<file path="src/rtl/mem_port_arbiter.sv">
// Two-port (CPU / debug) arbiter in front of a single-ported unified memory with fixed wait states.
// Optional build macro DBG_PRIORITY_EN: a pending debug request always wins instead of round-robin.
module mem_port_arbiter #(
  parameter int unsigned AW          = 32,
  parameter int unsigned DW          = 32,
  parameter int unsigned WAIT_CYCLES = 1
) (
  input  logic          clk,
  input  logic          reset,
  input  logic          cpu_req,
  input  logic          cpu_we,
  input  logic [AW-1:0] cpu_addr,
  input  logic [DW-1:0] cpu_wdata,
  output logic [DW-1:0] cpu_rdata,
  output logic          cpu_ack,
  output logic          cpu_stall,
  input  logic          dbg_req,
  input  logic          dbg_we,
  input  logic [AW-1:0] dbg_addr,
  input  logic [DW-1:0] dbg_wdata,
  output logic [DW-1:0] dbg_rdata,
  output logic          dbg_ack,
  output logic [AW-1:0] mem_addr,
  output logic [DW-1:0] mem_wdata,
  output logic          mem_we,
  input  logic [DW-1:0] mem_rdata
);

  localparam int unsigned CW = 4;

  typedef enum logic [1:0] {
    S_IDLE,
    S_ACCESS,
    S_DONE
  } state_e;

  state_e        state_q;
  logic [CW-1:0] cnt_q;
  logic          grant_dbg_q;
  logic          last_dbg_q;
  logic          we_q;
  logic          mem_we_q;
  logic          cpu_ack_q;
  logic          dbg_ack_q;
  logic [AW-1:0] mem_addr_q;
  logic [DW-1:0] mem_wdata_q;
  logic [DW-1:0] cpu_rdata_q;
  logic [DW-1:0] dbg_rdata_q;

  logic          grant_dbg_d;
  logic          sel_we_d;
  logic [AW-1:0] sel_addr_d;
  logic [DW-1:0] sel_wdata_d;

  // Arbitration and payload selection for the IDLE grant decision
  always_comb begin
    grant_dbg_d = 1'b0;
`ifdef DBG_PRIORITY_EN
    grant_dbg_d = dbg_req;
`else
    grant_dbg_d = dbg_req & (~cpu_req | ~last_dbg_q);
`endif
    sel_we_d    = grant_dbg_d ? dbg_we    : cpu_we;
    sel_addr_d  = grant_dbg_d ? dbg_addr  : cpu_addr;
    sel_wdata_d = grant_dbg_d ? dbg_wdata : cpu_wdata;
  end

  // Access sequencer: IDLE -> ACCESS (WAIT_CYCLES cycles) -> DONE (ack) -> IDLE
  always_ff @(posedge clk) begin
    if (reset) begin
      state_q     <= S_IDLE;
      cnt_q       <= '0;
      grant_dbg_q <= 1'b0;
      last_dbg_q  <= 1'b1;
      we_q        <= 1'b0;
      mem_we_q    <= 1'b0;
      cpu_ack_q   <= 1'b0;
      dbg_ack_q   <= 1'b0;
      mem_addr_q  <= '0;
      mem_wdata_q <= '0;
      cpu_rdata_q <= '0;
      dbg_rdata_q <= '0;
    end else begin
      mem_we_q  <= 1'b0;
      cpu_ack_q <= 1'b0;
      dbg_ack_q <= 1'b0;
      case (state_q)
        S_IDLE: begin
          if (cpu_req | dbg_req) begin
            grant_dbg_q <= grant_dbg_d;
            we_q        <= sel_we_d;
            mem_addr_q  <= sel_addr_d;
            mem_wdata_q <= sel_wdata_d;
            cnt_q       <= CW'(WAIT_CYCLES - 1);
            // The write strobe must land exactly on the cnt==0 cycle
            mem_we_q    <= sel_we_d & (WAIT_CYCLES == 1);
            state_q     <= S_ACCESS;
          end
        end
        S_ACCESS: begin
          if (cnt_q == '0) begin
            if (!we_q) begin
              if (grant_dbg_q) dbg_rdata_q <= mem_rdata;
              else             cpu_rdata_q <= mem_rdata;
            end
            cpu_ack_q <= ~grant_dbg_q;
            dbg_ack_q <= grant_dbg_q;
            state_q   <= S_DONE;
          end else begin
            cnt_q    <= cnt_q - CW'(1);
            mem_we_q <= we_q & (cnt_q == CW'(1));
          end
        end
        S_DONE: begin
          last_dbg_q <= grant_dbg_q;
          state_q    <= S_IDLE;
        end
        default: state_q <= S_IDLE;
      endcase
    end
  end

  assign cpu_rdata = cpu_rdata_q;
  assign dbg_rdata = dbg_rdata_q;
  assign cpu_ack   = cpu_ack_q;
  assign dbg_ack   = dbg_ack_q;
  assign mem_addr  = mem_addr_q;
  assign mem_wdata = mem_wdata_q;
  assign mem_we    = mem_we_q;
  assign cpu_stall = cpu_req & ~cpu_ack_q;

endmodule
</file>
<file path="config.mk">
export PLATFORM = sky130hd
export DESIGN_NAME = mem_port_arbiter
export DESIGN_NICKNAME = d
export VERILOG_FILES = /design/src/rtl/mem_port_arbiter.sv
export SDC_FILE = /design/constraint.sdc
export NUM_CORES = 1
export LEC_CHECK = 0
export ABC_CLOCK_PERIOD_IN_PS = 1850
export CAP_MARGIN = 20
export CORE_MARGIN = 2
export CORE_UTILIZATION = 40
export DETAILED_ROUTE_END_ITERATION = 8
export PLACE_DENSITY = 0.8
export SYNTH_ARGS = -nofsm -noshare
export SYNTH_HDL_FRONTEND = slang
export SYNTH_SLANG_ARGS = --single-unit
</file>
<file path="constraint.sdc">
create_clock -name clk -period 1.85 [get_ports clk]
set_input_delay 0.2775 -clock clk [delete_from_list [all_inputs] [get_ports clk]]
set_output_delay 0.2775 -clock clk [all_outputs]
set_load 0.02 [all_outputs]
</file>
* After elaboration in Yosys (flattened, before gate mapping)
Index checks and enable logic that the tools add are counted. W data, S select, Z words.
Storage, ports and cells: latch bits 0, memories 0, word-level logic and storage cells 52, bits in registers 140, ROM bits 0, RAM bits 0, output and inout bits 132, input bits 166
Cells by class: $add $sub $neg 1, muxes and demuxes 12, magnitude comparators 0, eq/ne operators 6, bitwise gates (word level) 12, reductions and logical operators 9, div/mod/pow operators 0, shifts and indexed selects 0, multiply operators 0
Operators with widths (number):
- $mux W32 | 2
- $mux W4 | 2
- $pmux W4 S2 | 1
- $reduce_and A4 Y1 | 2
- $not A1 Y1 | 7
- $ne A2 B2 Y1 const B | 3
- $eq A4 B1 Y1 const B | 1
- $logic_not A4 Y1 | 1
- $mux W2 | 2
- $pmux W2 S2 | 1
- $reduce_and A2 Y1 | 2
- $sub A4 B1 Y4 const B | 1
- $and A1 B1 Y1 | 3
- $mux W1 | 3
- $reduce_and A3 Y1 | 1
- $reduce_or A3 Y1 | 1
- $eq A2 B1 Y1 const B | 1
- $eq A2 B2 Y1 const B | 1
- $logic_not A2 Y1 | 1
- $or A1 B1 Y1 | 2
- $pmux W1 S2 | 1
- $reduce_bool A2 Y1 | 1

* Longest topological paths before layout
depth after elaboration 6, mapped depth 7

* Worst setup path before layout
OpenSTA, ideal clock, no wires.
kind flip-flop to flip-flop, start point register cnt_q[0], end point register cpu_rdata_q[23] (netlist: cpu_rdata[23]), library setup time 0.132 ns, data arrival time 1.489 ns, slack 0.228 ns, clock period less this slack 1.622 ns, stages on the path, launching flop included 8, cell sequence dfxtp_1 inv_1 ha_1 or3b_1 clkbuf_1 clkbuf_1 o21ai_0 a21oi_1
On the way: cells in the longest elaborated chain, start to end 2
Ends and longest elaborated chain:
- from (decl) | line 38 | logic [CW-1:0] cnt_q;
- from (signal assigned) | line 94 | cnt_q <= CW'(WAIT_CYCLES - 1);
- from (signal assigned) | line 110 | cnt_q <= cnt_q - CW'(1);
- $logic_not A4 Y1 | line 101 | if (cnt_q == '0) begin
- $reduce_and A4 Y1 (no source line)
- to (signal assigned) | line 104 | else cpu_rdata_q <= mem_rdata;
- to (decl) | line 47 | logic [DW-1:0] cpu_rdata_q;
Every way passes these cells. A chain may end at the register's enable or synchronous reset.

* Worst setup path in the final report
start point register mem_wdata_q[7] (netlist: mem_wdata[7]), end point output mem_wdata[7]
RTL lines:
- from (decl) | line 46 | logic [DW-1:0] mem_wdata_q;
- from (signal assigned) | line 93 | mem_wdata_q <= sel_wdata_d;
- to (decl) | line 24 | output logic [DW-1:0] mem_wdata,
No word-level cell between the ends.

==> results.md <==
* Outcome: completed
* Setup Crit Path Kind: reg2out
* RSZ-0062 raised after global routing: no
* Worst Setup SP: mem_wdata[7]
* Ys flop type: dfxtp_1
* Via count at roughly 5600
* WP data required at approximately 1600 ps
* DRT antenna net count at 0
* Vias/cell at 5.33
* GRT Util Overall at between 20% and 30%
* Slew HR at around three quarters
* Die Area at 15600 um^2
* Area Growth Syn to Fin at 66.2%
* DP Worst Slack at -139 ps
* Top Family by Delay on Critical Path: buffers and inverters
* Avg WL per Cell at 18.1 um
* Clk sinks at 140
* Post-route minimum period at approximately 1700 ps
* Cell area after layout at 9730 um^2
* Max-slew violation count at 0
* R2r setup slk at 150 ps
* Total I/O pin count at 298
* First-pass GRT wire length at 29900 um
* Mapped Cells at ~570
* Power Internal at 6360 uW
* Multi-input combinational cell area at roughly 2800 um^2
* Worst Max-Slew Pin Slew at 386 ps
* Final Power at approximately 8600 uW
* Max Fclk at 587 MHz
* Die width at around 120 um
* Sequential power share at roughly two fifths
* Hold Fails Final Rpt at 0
* Post-Route Utilization at 67.5%
* Slowest stage cell, crit path: clkdlybuf4s50_1
* WP buf/inv at 1
* Post-synth top cells: dfxtp_1, a21oi_1, mux2i_1, nand3_1, o21ai_0
* Sw Share at 25.6%
* Final worst slack at 146 ps
* NetSw at 2200 uW
* Initial Utilization at about 40%
* Crit-path max cell delay at 650 ps
* Total CTS buffers at 17
* Comb pwr share at 21.2%
* Diode count at 0
* Max_cap viols at 0
* Initial antenna violation count at 0
* Post-detailed-placement half-perimeter wirelength at 13600 um
* Worst-path clk slew at 60 ps
* Post-synth EDFFs at 0
* Total grt overflow at 0
* Synth top area share at between 40 and 50%
* Yosys warning total at 0
* Syn nets at 737
* Clk root buf: clkbuf_16
* Cell variety after synth at 39
* Dpl cells at 1015
* Gpl congestion at 0.829
* Iteration-0 DRC count of the detailed router at 267
* Final WL at 19000 um
* Deepest clock path buffer count at 2
* Cts hold-fix bufs at 0
* Crit start category: flip-flop
* Die Y at 125 um
* Final setup fails at 0
* Post-synthesis async set-or-reset flop share at 0%
* Clock share of power at 39.4%
* Final Net Count at 1020
* Hold path startpoint: reset
* Fin crit share at around 92%
* Port Buffers at 297
* Syn_area_per_cell at 10.3 um^2
* Placed inst area at 9130 um^2
* Crit path capture type: output port
* Worst-path maximum fanout at 2
* Largest net degree at the start of global routing at 67
* Core ar. at 14400 um^2
* DRT Pass-1 Iters at 6
* Storage cell area at roughly 2800 um^2
* Worst skew pair latency at just over 400 ps
* HP Class: in2reg
* # rows at 44
* Cell taking the most area after synthesis: dfxtp_1
* Worst clock skew at 9.03 ps
* H-tree levels at 4
* Most numerous cell in the Yosys netlist: dfxtp_1
* Post-Synthesis Cell Area at 5850 um^2
* Fillers at about 1100
* Peak VDD IR at around 0.64 mV
* Synth area leaders: dfxtp_1, mux2i_1, o2bb2ai_2
* Vias in the first global route at 5845
* CTS tree: done
* Final Non-Filler Cells at 1048
* Critical path, cell by cell: clkdlybuf4s50_1
* Leak at 0.00345 uW
* Seq cells post-synth at between 100 and 150
* Residual DRC at 0
* Seq/Total Area, Yosys at between 40% and 50%
* CP arrival at 1430 ps
* Reg2reg start: cnt_q[0]
* Fraction of layout instances using a drive strength above 1 at 11.8%
* Pwr Density at a little under 900 nW/um^2
[final cells by class]
type,count,share of cell area [%]
Timing Repair Buffer,321,33.7
Multi-Input combinational cell,367,28.9
Sequential cell,140,28.8
Clock buffer,26,5.23
Tap cell,184,2.37
Clock inverter,6,0.849
Inverter,4,0.154
[cells by family (layout without fill, tap and decap cells)]
| family | count (synthesis) | after routing | share of synthesized area [%] |
|---|---|---|---|
| simple gates | 92 | 92 | 8.79 |
| buf+inv | 61 | 357 | 4.83 |
| fa+ha+maj | 3 | 3 | 0.641 |
| flops | 140 | 140 | 47.9 |
| compound gates | 206 | 206 | 26.6 |
| mux | 66 | 66 | 11.3 |
[power groups by stage]
stage               Sequential, uW  Combinational [uW]  Clock (uW)
CTS                           3370                1830        3430
finish                        3370                1820        3370
detailed placement            3430                1820           0
global route                  3400                1920        3580
global placement              3420                1790           0
floorplan                     3680                 570           0
[per-stage QoR]
stage | hold WS (ps) | TNS [ps]
5_1_grt | 165 | 0
2_1_floorplan | 425 | 0
3_5_place_dp | 446 | -1860
3_3_place_gp | 447 | -167
6_report | 150 | 0
4_1_cts | 126 | 0
[registers in the layout, indices dropped and copies added, names as in the netlist]
signal and count:
dbg_rdata 32, cpu_ack 1, state_q 2, dbg_ack 1, cnt_q 4, cpu_rdata 32, mem_addr 32, we_q 1
mem_we 1, last_dbg_q 1, mem_wdata 32, grant_dbg_q 1
[path summary, 6_finish.rpt]
check,endpoint,cells after the start
max,mem_wdata[7],1
min,last_dbg_q,3
max reg2reg,dbg_rdata[6],6
min reg2reg,mem_addr[1],1
[cells in the final DEF (no fill, tap or decap), types with 2 or more instances in the layout]
cell type	Yosys	routed
clkbuf_1	42	4
o2bb2ai_1	25	25
clkinv_2	0	3
o221ai_1	2	2
nor3_1	2	2
inv_1	4	4
or3_1	2	2
clkbuf_16	0	17
a21oi_1	67	67
nor2b_1	2	2
ha_1	3	3
nand3_1	65	65
o2bb2ai_2	40	40
clkdlybuf4s50_1	0	295
buf_12	0	10
clkbuf_8	0	5
nand2_1	3	3
nor2_1	3	3
bufinv_16	0	2
dfxtp_1	140	139
o21ai_0	65	65
buf_4	0	14
nand2b_1	2	2
mux2i_1	66	66
[timing repair]
| item | CTS | global route |
|---|---|---|
| endpoints found under the setup margin | 0 | 4 |
| endpoints found under the hold margin | 0 | 0 |
| buffers inserted | 0 | 1 |
| gates resized for setup | 0 | 2 |
[metal layers]
metal / global-route usage (%) / part of all wire (%)
met5: 0 / 0
met4: 8.30 / 2.2
met3: 8.90 / 8.8
met2: 42.7 / 51
met1: 25.0 / 38
Note: power is estimated with default switching activity, not from simulation.
